===== config.mk =====
export PLATFORM = sky130hd
export DESIGN_NAME = afifo_wr_packer
export DESIGN_NICKNAME = d
export VERILOG_FILES = /design/src/rtl/afifo_wr_packer.sv
export SDC_FILE = /design/constraint.sdc
export NUM_CORES = 1
export LEC_CHECK = 0
export ABC_AREA = 1
export ABC_CLOCK_PERIOD_IN_PS = 3290
export CAP_MARGIN = 15
export CELL_PAD_IN_SITES_DETAIL_PLACEMENT = 0
export CELL_PAD_IN_SITES_GLOBAL_PLACEMENT = 1
export CORE_UTILIZATION = 43
export DETAILED_ROUTE_END_ITERATION = 8
export PLACE_DENSITY_LB_ADDON = 0.1
export SYNTH_ARGS = -nofsm -noshare
export SYNTH_HDL_FRONTEND = slang
export SYNTH_SLANG_ARGS = --single-unit

===== constraint.sdc =====
create_clock -name i_clk_wr -period 3.29 [get_ports i_clk_wr]
set_input_delay 0.658 -clock i_clk_wr [delete_from_list [all_inputs] [get_ports i_clk_wr]]
set_output_delay 0.658 -clock i_clk_wr [all_outputs]
set_load 0.01 [all_outputs]

===== src/rtl/afifo_wr_packer.sv =====
// Packs narrow upstream beats into wide async-FIFO write words with per-lane keep.
// An accumulator and one output register form a two-word skid so a full beat stream flows without bubbles.
module afifo_wr_packer #(
  parameter int IN_WIDTH = 8,
  parameter int RATIO    = 4
) (
  input  logic                      i_clk_wr,
  input  logic                      i_rst_n,
  input  logic                      i_valid,
  output logic                      o_ready,
  input  logic [IN_WIDTH-1:0]       i_data,
  input  logic                      i_last,
  input  logic                      i_flush,
  output logic                      o_wr_en,
  output logic [IN_WIDTH*RATIO-1:0] o_wr_data,
  output logic [RATIO-1:0]          o_wr_keep,
  input  logic                      i_full,
  output logic [15:0]               o_word_cnt,
  output logic                      o_busy
);

  localparam int OUT_WIDTH = IN_WIDTH * RATIO;
  localparam int CNT_W     = $clog2(RATIO);
  localparam logic [CNT_W-1:0] LAST_LANE = CNT_W'(RATIO - 1);

  logic [CNT_W-1:0]     acc_cnt, acc_cnt_nxt, lane;
  logic [OUT_WIDTH-1:0] acc_data, acc_data_nxt;
  logic [RATIO-1:0]     acc_keep, acc_keep_nxt;
  logic                 acc_done, acc_done_nxt;

  logic [OUT_WIDTH-1:0] out_data;
  logic [RATIO-1:0]     out_keep;
  logic                 out_pend;
  logic [15:0]          word_cnt;

  logic accept, move, wr_en;

  assign wr_en   = out_pend & ~i_full;
  assign move    = acc_done & (~out_pend | wr_en);
  assign o_ready = ~acc_done | move;
  assign accept  = i_valid & o_ready;

  // A move clears the accumulator first, so a beat taken in the same cycle lands in lane 0.
  always_comb begin
    acc_cnt_nxt  = acc_cnt;
    acc_data_nxt = acc_data;
    acc_keep_nxt = acc_keep;
    acc_done_nxt = acc_done;
    lane         = acc_cnt;
    if (move) begin
      acc_cnt_nxt  = '0;
      acc_data_nxt = '0;
      acc_keep_nxt = '0;
      acc_done_nxt = 1'b0;
      lane         = '0;
    end
    if (accept) begin
      for (int i = 0; i < RATIO; i++) begin
        if (lane == CNT_W'(i)) begin
          acc_data_nxt[i*IN_WIDTH +: IN_WIDTH] = i_data;
          acc_keep_nxt[i]                      = 1'b1;
        end
      end
      acc_cnt_nxt  = (lane == LAST_LANE) ? '0 : lane + CNT_W'(1);
      acc_done_nxt = (lane == LAST_LANE) | i_last | i_flush;
    end else if (i_flush && (acc_cnt != '0) && !acc_done) begin
      acc_done_nxt = 1'b1;
    end
  end

  always_ff @(posedge i_clk_wr or negedge i_rst_n) begin
    if (!i_rst_n) begin
      acc_cnt  <= '0;
      acc_data <= '0;
      acc_keep <= '0;
      acc_done <= 1'b0;
    end else begin
      acc_cnt  <= acc_cnt_nxt;
      acc_data <= acc_data_nxt;
      acc_keep <= acc_keep_nxt;
      acc_done <= acc_done_nxt;
    end
  end

  // The output word stays put while the FIFO is full; a write and a refill may share one edge.
  always_ff @(posedge i_clk_wr or negedge i_rst_n) begin
    if (!i_rst_n) begin
      out_data <= '0;
      out_keep <= '0;
      out_pend <= 1'b0;
      word_cnt <= '0;
    end else begin
      if (move) begin
        out_data <= acc_data;
        out_keep <= acc_keep;
        out_pend <= 1'b1;
      end else if (wr_en) begin
        out_pend <= 1'b0;
      end
      if (wr_en) begin
        word_cnt <= word_cnt + 16'd1;
      end
    end
  end

  assign o_wr_en    = wr_en;
  assign o_wr_data  = out_data;
  assign o_wr_keep  = out_keep;
  assign o_word_cnt = word_cnt;
  assign o_busy     = (acc_cnt != '0) | acc_done | out_pend;

endmodule


==> flow_summary.json, run 1 <==
{
  "synthArstFlopShare_pct": 100,
  "dr.pass1.iters": 4,
  "clk_pin_slew_ns": 0.09,
  "sw_frac_of_total_pct": 34.3,
  "required_ns": 2.63,
  "power.density_nw_per_um2": 751,
  "tightest_slew_ns": 0.614,
  "grt_pass1_wl_um": 14000,
  "root_buffer": "clkbuf_8",
  "total_power_mw": 3.64,
  "ctsResizeCount": 0,
  "intPower_mw": 2.39,
  "synth_top_cell_area_share_pct": 59.0,
  "skew_ns": 0.0132,
  "die-area_um2": 9460,
  "cp_slowest_cell": "clkdlybuf4s50_1",
  "placed_cells": 573,
  "slew_headroom_pct": 59.0,
  "post-dp-hpwl_um": 5380,
  "worstPathMaxFanout": 5,
  "io_pins": 69,
  "io_buffers": 68,
  "synth_cell_types": 24,
  "synth_top_area_cell": "dfrtp_1",
  "die_w_um": 97.3,
  "ys_ff_latch": 92,
  "start_util_pct": 44.5,
  "synth_common_cells": "nand2_1, dfrtp_1, nand3_1, inv_1, o21ai_0",
  "crit_path_cell_trace": "clkdlybuf4s50_1 -> inv_1 -> nand2_1 -> inv_1 -> clkdlybuf4s50_1",
  "clk_latency_ns": 0.36,
  "slew_viol_final": 0,
  "use_met1_pct": 28.4,
  "worstSetupPathType": "in -> out",
  "irDropWorstVdd_mv": 0.335,
  "synth_edf_count": 0,
  "grt_use_met2_pct": 27.0,
  "synth_nets": 426,
  "fp.coreArea_um2": 8760,
  "nNetsFinal": 492,
  "ant_nets": 0,
  "grt_pass1_vias": 2778,
  "leakage_nw": 2.36,
  "status": "completed",
  "wirelength_um": 8220,
  "critPathMaxStageDelay_ns": 0.56,
  "final-hold-violation-count": 0,
  "yosys-top-cells-area": "dfrtp_1, nand2_1, nand3_1",
  "yosysSeqAreaShare_pct": 59.0,
  "synth_cells": 410,
  "worst_setup_path_end_kind": "output port",
  "path_buf_inv": 4,
  "dr.first_iter.drc_count": 189,
  "fin_crit_ns": 2.72,
  "antenna_found_initial": 0,
  "met3_usage_pct": 3.02,
  "setup_violations": 0,
  "post-route-period-util_pct": 82.7,
  "cts.sinks": 92,
  "power.switching_mw": 1.25,
  "ys_warn_count": 0,
  "grt_max_degree": 61,
  "n_antenna_cell": 0,
  "fp.dieH_um": 97.3,
  "syn_to_final_growth_pct": 24.4,
  "cp.arrival_ns": 2.06,
  "wl_per_cell_um": 14.0,
  "rsz0062_at_grt": "false",
  "overflow": 0,
  "vias_per_cell": 4.88,
  "vias": 2873,
  "start_kind": "input port",
  "p_comb_share_pct": 32.1,
  "cts_tree": "yes",
  "timing.fmax_mhz": 368,
  "min_path_type": "in -> async",
  "final_cell_count_no_fill": 589,
  "syn_area_um2": 3900,
  "seq_power_share_pct": 46.1,
  "cts_setup_buffers": 0,
  "htreeDepth": 3,
  "cts_buffers": 9,
  "clock_power_share_pct": 21.9,
  "clk_path_buf_depth": 2,
  "critPathTopFamily": "buffers and inverters",
  "ctsHoldBuffers": 0,
  "synth.avg_cell_area_um2": 9.52,
  "finalSetupTns_ns": 0,
  "synth.most_common_cell": "nand2_1",
  "rows": 34,
  "route.detailed.drc": 0,
  "gp_congestion": 0.754,
  "cap_violations": 0,
  "drive_above_1_share_pct": 10.4,
  "top_usage_layer": "met1",
  "globalRouteTotalUtil_pct": 18.7,
  "ys.flop_type": "dfrtp_1"
}
[path summary, 6_finish.rpt]
kind | startpoint | endpoint | slack (ns) | cells after the start
worst max register to register | out_pend$_DFFE_PN0P_ | acc_data[8]$_DFF_PN0_ | 1.56 | 8
min in group i_clk_wr | acc_data[30]$_DFF_PN0_ | o_wr_data[30]$_DFFE_PN0P_ | 0.48 | 2
worst min-delay path | i_rst_n | o_word_cnt[11]$_DFFE_PN0P_ | 0.24 | 1
worst min register to register | acc_data[30]$_DFF_PN0_ | o_wr_data[30]$_DFFE_PN0P_ | 0.48 | 2
max in group asynchronous | i_rst_n | o_wr_data[20]$_DFFE_PN0P_ | 2.39 | 2
worst max-delay path | i_full | o_wr_en | 0.57 | 5
[layout by cell type (no fill, tap or decap), drive strengths merged]
| cell type | synthesis | layout |
|---|---|---|
| buf | 14 | 3 |
| bufinv | 0 | 1 |
| clkbuf | 1 | 10 |
| clkdlybuf4s50 | 0 | 67 |
| clkinv | 1 | 5 |
| dfrtp | 92 | 92 |
| ha | 2 | 2 |
| inv | 32 | 33 |
| nand2 | 146 | 146 |
| nand3 | 43 | 43 |
| nand4 | 3 | 3 |
| nor2 | 17 | 17 |
| nor3 | 3 | 3 |
| o21ai | 45 | 45 |
| o22ai | 1 | 1 |
| xnor2 | 4 | 4 |
| xor2 | 6 | 6 |
[state kept, by name, summed over array words and instances (netlist names)]
signal and flops:
acc_cnt 2, acc_data 32, acc_done 1, acc_keep 4, o_word_cnt 16, o_wr_data 32, o_wr_keep 4, out_pend 1
[per-layer routing]
metal / share of wire, % / vias up
li1: - / 1435
met1: 52 / 1377
met2: 44 / 59
met3: 3.7 / 2
met4: 0.45 / 0
met5: 0 / -
[power groups by stage]
stage / registers, mW / logic [mW] / clock network [mW]
2_1_floorplan: 1.76 / 0.568 / 0
3_3_place_gp: 1.70 / 1.17 / 0
3_5_place_dp: 1.70 / 1.18 / 0
4_1_cts: 1.68 / 1.19 / 0.816
5_1_grt: 1.73 / 1.31 / 0.864
6_report: 1.68 / 1.17 / 0.796
[cell families after synthesis]
logic type	after synthesis	share of synthesized area (%)
AO/OA/AOI/OAI	46	7.47
buffers and inverters	48	6.00
XOR/XNOR	10	2.24
AND/OR/NAND/NOR	212	24.7
flip-flops	92	59.0
adder cells (fa/ha/maj)	2	0.641
[cell type report]
type,instances,area (µm²)
clock buffers,10,138
clock inverters,6,72.6
fillers,836,3910
inverters,33,134
multi-input cells,270,1370
flip-flops and latches,92,2300
well taps,108,135
repair buffers,70,706
[metrics by stage]
step	util [%]	hold WS [ns]	cell area, µm²	worst slack (ns)
after global routing	55.4	0.272	4850	0.467
after global placement	53.0	0.451	4640	0.609
after detailed placement	53.0	0.457	4640	0.577
after CTS	55.4	0.243	4850	0.578
after floorplan	-	0.362	3900	1.64
final	55.4	0.237	4850	0.569
Note: power is estimated with default switching activity, not from simulation.
==> run 2, diff against run 1 <==
- ABC_CLOCK_PERIOD_IN_PS: 3290 -> 2400
- CORE_UTILIZATION: 43 -> 36
- clock period: 3.29 -> 2.4 ns (I/O delays scaled with it)
==> run 2 against run 1 <==
Critical path depth unchanged. Clock skew is 0.0019 ns lower. Clock power increased by 33%. Total power is 37% higher. Final cell count increased by 5.3%. Hold slack lost 0.17 ns. Cell area increased by 0.98%. First-iteration DRC count decreased by 17%. Critical endpoint unchanged. Largest cell class unchanged.
==> flow_summary.json, run 2 (synthesis results as in run 1) <==
{
  "rows": 37,
  "finalSetupTns_ns": 0,
  "reg2reg_from": "o_word_cnt[1]$_DFFE_PN0P_",
  "min_path_type": "in -> async",
  "cp.arrival_ns": 1.79,
  "die_w_um": 106,
  "seq_power_share_pct": 46.3,
  "clk_pin_slew_ns": 0.10,
  "wl_per_cell_um": 13.9,
  "power.density_nw_per_um2": 1020,
  "intPower_mw": 3.26,
  "layout_common_cells": "nand2_1, dfrtp_1, clkdlybuf4s50_1",
  "globalRouteTotalUtil_pct": 16.2,
  "cap_violations": 0,
  "critPathTopFamily": "buffers and inverters",
  "cts_buffers": 9,
  "final-hold-violation-count": 0,
  "dr.first_iter.drc_count": 156,
  "worstSetupPathType": "in -> out",
  "cts.sinks": 92,
  "grt_pass1_vias": 2761,
  "crit_path_cell_trace": "clkdlybuf4s50_1 -> inv_1 -> nand2_1 -> inv_1 -> clkdlybuf4s50_1",
  "p_comb_share_pct": 32.4,
  "ctsResizeCount": 0,
  "drive_above_1_share_pct": 11.0,
  "required_ns": 1.92,
  "wirelength_um": 8620,
  "final_common_cell": "nand2_1",
  "die-area_um2": 11300,
  "rsz0062_at_grt": "false",
  "path_buf_inv": 4,
  "cts_tree": "yes",
  "slew_headroom_pct": 57.3,
  "start_util_pct": 37.5,
  "vias": 2872,
  "ctsHoldBuffers": 0,
  "overflow": 0,
  "sw_frac_of_total_pct": 34.7,
  "cp-startpoint": "i_full",
  "worstPathMaxFanout": 4,
  "clk_path_buf_depth": 2,
  "nNetsFinal": 495,
  "worst_setup_path_end_kind": "output port",
  "power.switching_mw": 1.73,
  "skew_ns": 0.0113,
  "htreeDepth": 3,
  "route.detailed.drc": 0,
  "clock_power_share_pct": 21.3,
  "status": "completed",
  "root_buffer": "clkbuf_8",
  "start_kind": "input port",
  "post-dp-hpwl_um": 5780,
  "dr.pass1.iters": 4,
  "finalWorstSetupSlack_ns": 0.126,
  "tightest_slew_ns": 0.639,
  "irDropWorstVdd_mv": 0.328,
  "cp_slowest_cell": "clkdlybuf4s50_1",
  "timing.fmax_mhz": 440,
  "io_pins": 69,
  "post-route-period-util_pct": 94.8,
  "antenna_found_initial": 0,
  "ant_nets": 0,
  "fp.dieH_um": 106,
  "vias_per_cell": 4.63,
  "syn_to_final_growth_pct": 25.6,
  "fin_crit_ns": 2.27,
  "io_buffers": 68,
  "slew_viol_final": 0,
  "preCtsSetupSlack_ns": 0.122,
  "fp.coreArea_um2": 10400,
  "setup_violations": 0,
  "grt_max_degree": 51,
  "clk_latency_ns": 0.35,
  "gp_congestion": 0.763,
  "cts_setup_buffers": 0,
  "critPathMaxStageDelay_ns": 0.53,
  "leakage_nw": 2.36,
  "grt_pass1_wl_um": 14100,
  "n_antenna_cell": 0
}
[run 2: cell count changes in the layout (fill, tap and decap cells not counted)]
cell and change:
clkinvlp_4 +1, clkinv_2 +1, clkinv_4 -1, clkbuf_8 -1
buf_4 +3
[run 2: layer usage]
layer | vias to the layer above | global-route usage [%] | share of wire [%]
li1 | 1444 | - | -
met1 | 1355 | 23.7 | 51
met2 | 65 | 24.1 | 44
met3 | 8 | 2.76 | 3.9
met4 | 0 | 5.36 | 0.92
met5 | - | 0 | 0
[run 2: worst register-to-register path, cell delays in order, from the launching register on]
cell,delay (ns)
dfrtp_1,0.42
ha_1,0.21
nand3_1,0.18
nor3_1,0.39
nand2_1,0.12
xnor2_1,0.15
[run 2: layout make-up]
class / count / area [µm²]
sequential: 92 / 2300
clock buffer: 9 / 124
timing repair buffer: 73 / 728
multi-input combinational: 270 / 1370
tap: 136 / 170
clock inverter: 7 / 76.3
fill: 1028 / 5520
inverter: 33 / 134
[run 2: final timing paths]
path                                               to  slack (ns)  cells after the start
setup / recovery                              o_wr_en        0.13                      5
hold / removal             o_word_cnt[14]$_DFFE_PN0P_        0.07                      1
setup reg to reg           o_word_cnt[10]$_DFFE_PN0P_        0.84                      5
hold reg to reg              o_wr_data[3]$_DFFE_PN0P_        0.47                      2
max in group asynchronous      acc_data[22]$_DFF_PN0_        1.70                      2
min in group i_clk_wr        o_wr_data[3]$_DFFE_PN0P_        0.47                      2
[run 2: stage by stage]
step / power (mW) / area [µm²] / std cells / utilization (%) / hold WS (ns)
3_3_place_gp: 3.96 / 4700 / 604 / 45.1 / 0.459
3_5_place_dp: 3.98 / 4700 / 604 / 45.1 / 0.460
2_1_floorplan: 3.19 / 3900 / 410 / - / 0.184
4_1_cts: 5.06 / 4900 / 620 / 47.1 / 0.0836
5_1_grt: 5.31 / 4900 / 620 / 47.1 / 0.101
6_report: 4.98 / 4900 / 620 / 47.1 / 0.0705
[run 2: power by group through the flow]
stage | registers [mW] | logic (mW) | clock network [mW]
floorplan | 2.41 | 0.779 | 0
global placement | 2.33 | 1.63 | 0
detailed placement | 2.34 | 1.64 | 0
CTS | 2.32 | 1.65 | 1.09
global route | 2.37 | 1.78 | 1.15
finish | 2.31 | 1.62 | 1.06
==> run 3, diff against run 2 <==
- CORE_MARGIN: default -> 3
==> run 3 against run 2 <==
Sequential share of layout area is 0.084 points higher. Via count is 1.0% higher. Global-route usage is 0.27 points lower. Critical path depth stayed put. Total power is 2.3% lower. Highest routed layer unchanged.
==> flow_summary.json, run 3 (synthesis results as in run 1) <==
{
  "status": "completed",
  "power.switching_mw": 1.71,
  "critPathMaxStageDelay_ns": 0.53,
  "post-dp-hpwl_um": 6030,
  "irDropWorstVdd_mv": 0.340,
  "wirelength_um": 8710,
  "rsz0062_at_grt": "false",
  "grt_pass1_wl_um": 14800,
  "clock_power_share_pct": 19.4,
  "grt_pass1_vias": 2912,
  "worstSetupPathType": "in -> out",
  "clk_latency_ns": 0.35,
  "die_w_um": 110,
  "fillCellCount": 1063,
  "leakage_nw": 2.35,
  "io_pins": 69,
  "antenna_found_initial": 0,
  "final-hold-violation-count": 0,
  "path_buf_inv": 4,
  "ctsHoldBuffers": 0,
  "seq_power_share_pct": 47.4,
  "power.density_nw_per_um2": 996,
  "start_util_pct": 37.5,
  "final_common_cell": "nand2_1",
  "dr.first_iter.drc_count": 159,
  "htreeDepth": 3,
  "crit_cells": 5,
  "clk_pin_slew_ns": 0.10,
  "layout_common_cells": "nand2_1, dfrtp_1, clkdlybuf4s50_1",
  "syn_to_final_growth_pct": 25.4,
  "finalWorstSetupSlack_ns": 0.131,
  "ctsResizeCount": 0,
  "critPathTopFamily": "buffers and inverters",
  "cts_tree": "yes",
  "grt_max_degree": 43,
  "slew_headroom_pct": 59.5,
  "overflow": 0,
  "cp_slowest_cell": "clkdlybuf4s50_1",
  "cp_common_cell": "clkdlybuf4s50_1",
  "tightest_slew_ns": 0.606,
  "ant_nets": 0,
  "route.detailed.drc": 0,
  "vias": 2901,
  "required_ns": 1.92,
  "cts.sinks": 92,
  "preCtsSetupSlack_ns": 0.101,
  "die-area_um2": 12100,
  "post-route-period-util_pct": 94.5,
  "crit_path_cell_trace": "clkdlybuf4s50_1 -> inv_2 -> nand2_1 -> inv_1 -> clkdlybuf4s50_1",
  "gp_congestion": 0.772,
  "n_antenna_cell": 0,
  "rows": 37,
  "worstPathMaxFanout": 4,
  "finalSetupTns_ns": 0,
  "multiInputGateArea_um2": 1370,
  "globalRouteTotalUtil_pct": 15.9,
  "fin_crit_ns": 2.27,
  "cts_setup_buffers": 0,
  "clk_path_buf_depth": 2,
  "cap_violations": 0,
  "fp.coreArea_um2": 10400,
  "nNetsFinal": 497,
  "timing.fmax_mhz": 441,
  "drive_above_1_share_pct": 11.3,
  "worst_setup_path_end_kind": "output port",
  "intPower_mw": 3.16,
  "slew_viol_final": 0,
  "vias_per_cell": 4.66,
  "setup_violations": 0,
  "root_buffer": "clkbuf_8",
  "sw_frac_of_total_pct": 35.2,
  "p_comb_share_pct": 33.2,
  "seq_area_um2": 2300,
  "io_buffers": 68,
  "min_path_type": "in -> async",
  "dr.pass1.iters": 4,
  "rr_worst_depth": 8,
  "cp.arrival_ns": 1.79,
  "fp.dieH_um": 110,
  "skew_ns": 0.0140,
  "start_kind": "input port",
  "wl_per_cell_um": 14.0,
  "cts_buffers": 9
}
==> run 3: worst paths after layout <==
kind / start / to / slack [ns]
worst max-delay path: i_full / o_wr_en / 0.13
worst min-delay path: i_rst_n / o_word_cnt[14]$_DFFE_PN0P_ / 0.10
worst max register to register: out_pend$_DFFE_PN0P_ / acc_data[14]$_DFF_PN0_ / 0.88
worst min register to register: acc_data[30]$_DFF_PN0_ / o_wr_data[30]$_DFFE_PN0P_ / 0.48
max in group asynchronous: i_rst_n / o_wr_data[8]$_DFFE_PN0P_ / 1.68
min in group i_clk_wr: acc_data[30]$_DFF_PN0_ / o_wr_data[30]$_DFFE_PN0P_ / 0.48
==> run 3: power by group through the flow <==
stage	Sequential (mW)	Clock [mW]	Combinational, mW
5_1_grt	2.38	1.05	1.82
6_report	2.31	0.945	1.62
3_3_place_gp	2.34	0	1.63
3_5_place_dp	2.34	0	1.65
2_1_floorplan	2.41	0	0.779
4_1_cts	2.32	0.984	1.65
==> run 3: final cells by class <==
type,instances,share of cell area [%]
sequential,92,47.1
multi-input combinational,270,27.9
timing repair buffer,75,15.2
tap,136,3.48
inverter,33,2.74
clock buffer,10,2.61
clock inverter,6,0.997
==> run 3: layer usage <==
metal | share of wire (%) | global-route usage [%]
met1 | 51 | 23.1
met2 | 44 | 24.1
met3 | 4.1 | 2.91
met4 | 1.4 | 5.01
met5 | 0 | 0
==> run 3: through the flow <==
stage | area [µm²] | cells | hold slack, ns | util (%) | power (mW)
finish | 4890 | 622 | 0.102 | 47.0 | 4.87
global route | 4890 | 622 | 0.137 | 47.0 | 5.25
CTS | 4890 | 622 | 0.110 | 47.0 | 4.96
detailed placement | 4720 | 606 | 0.460 | 45.3 | 3.99
global placement | 4720 | 606 | 0.459 | 45.3 | 3.97
floorplan | 3900 | 410 | 0.184 | - | 3.19
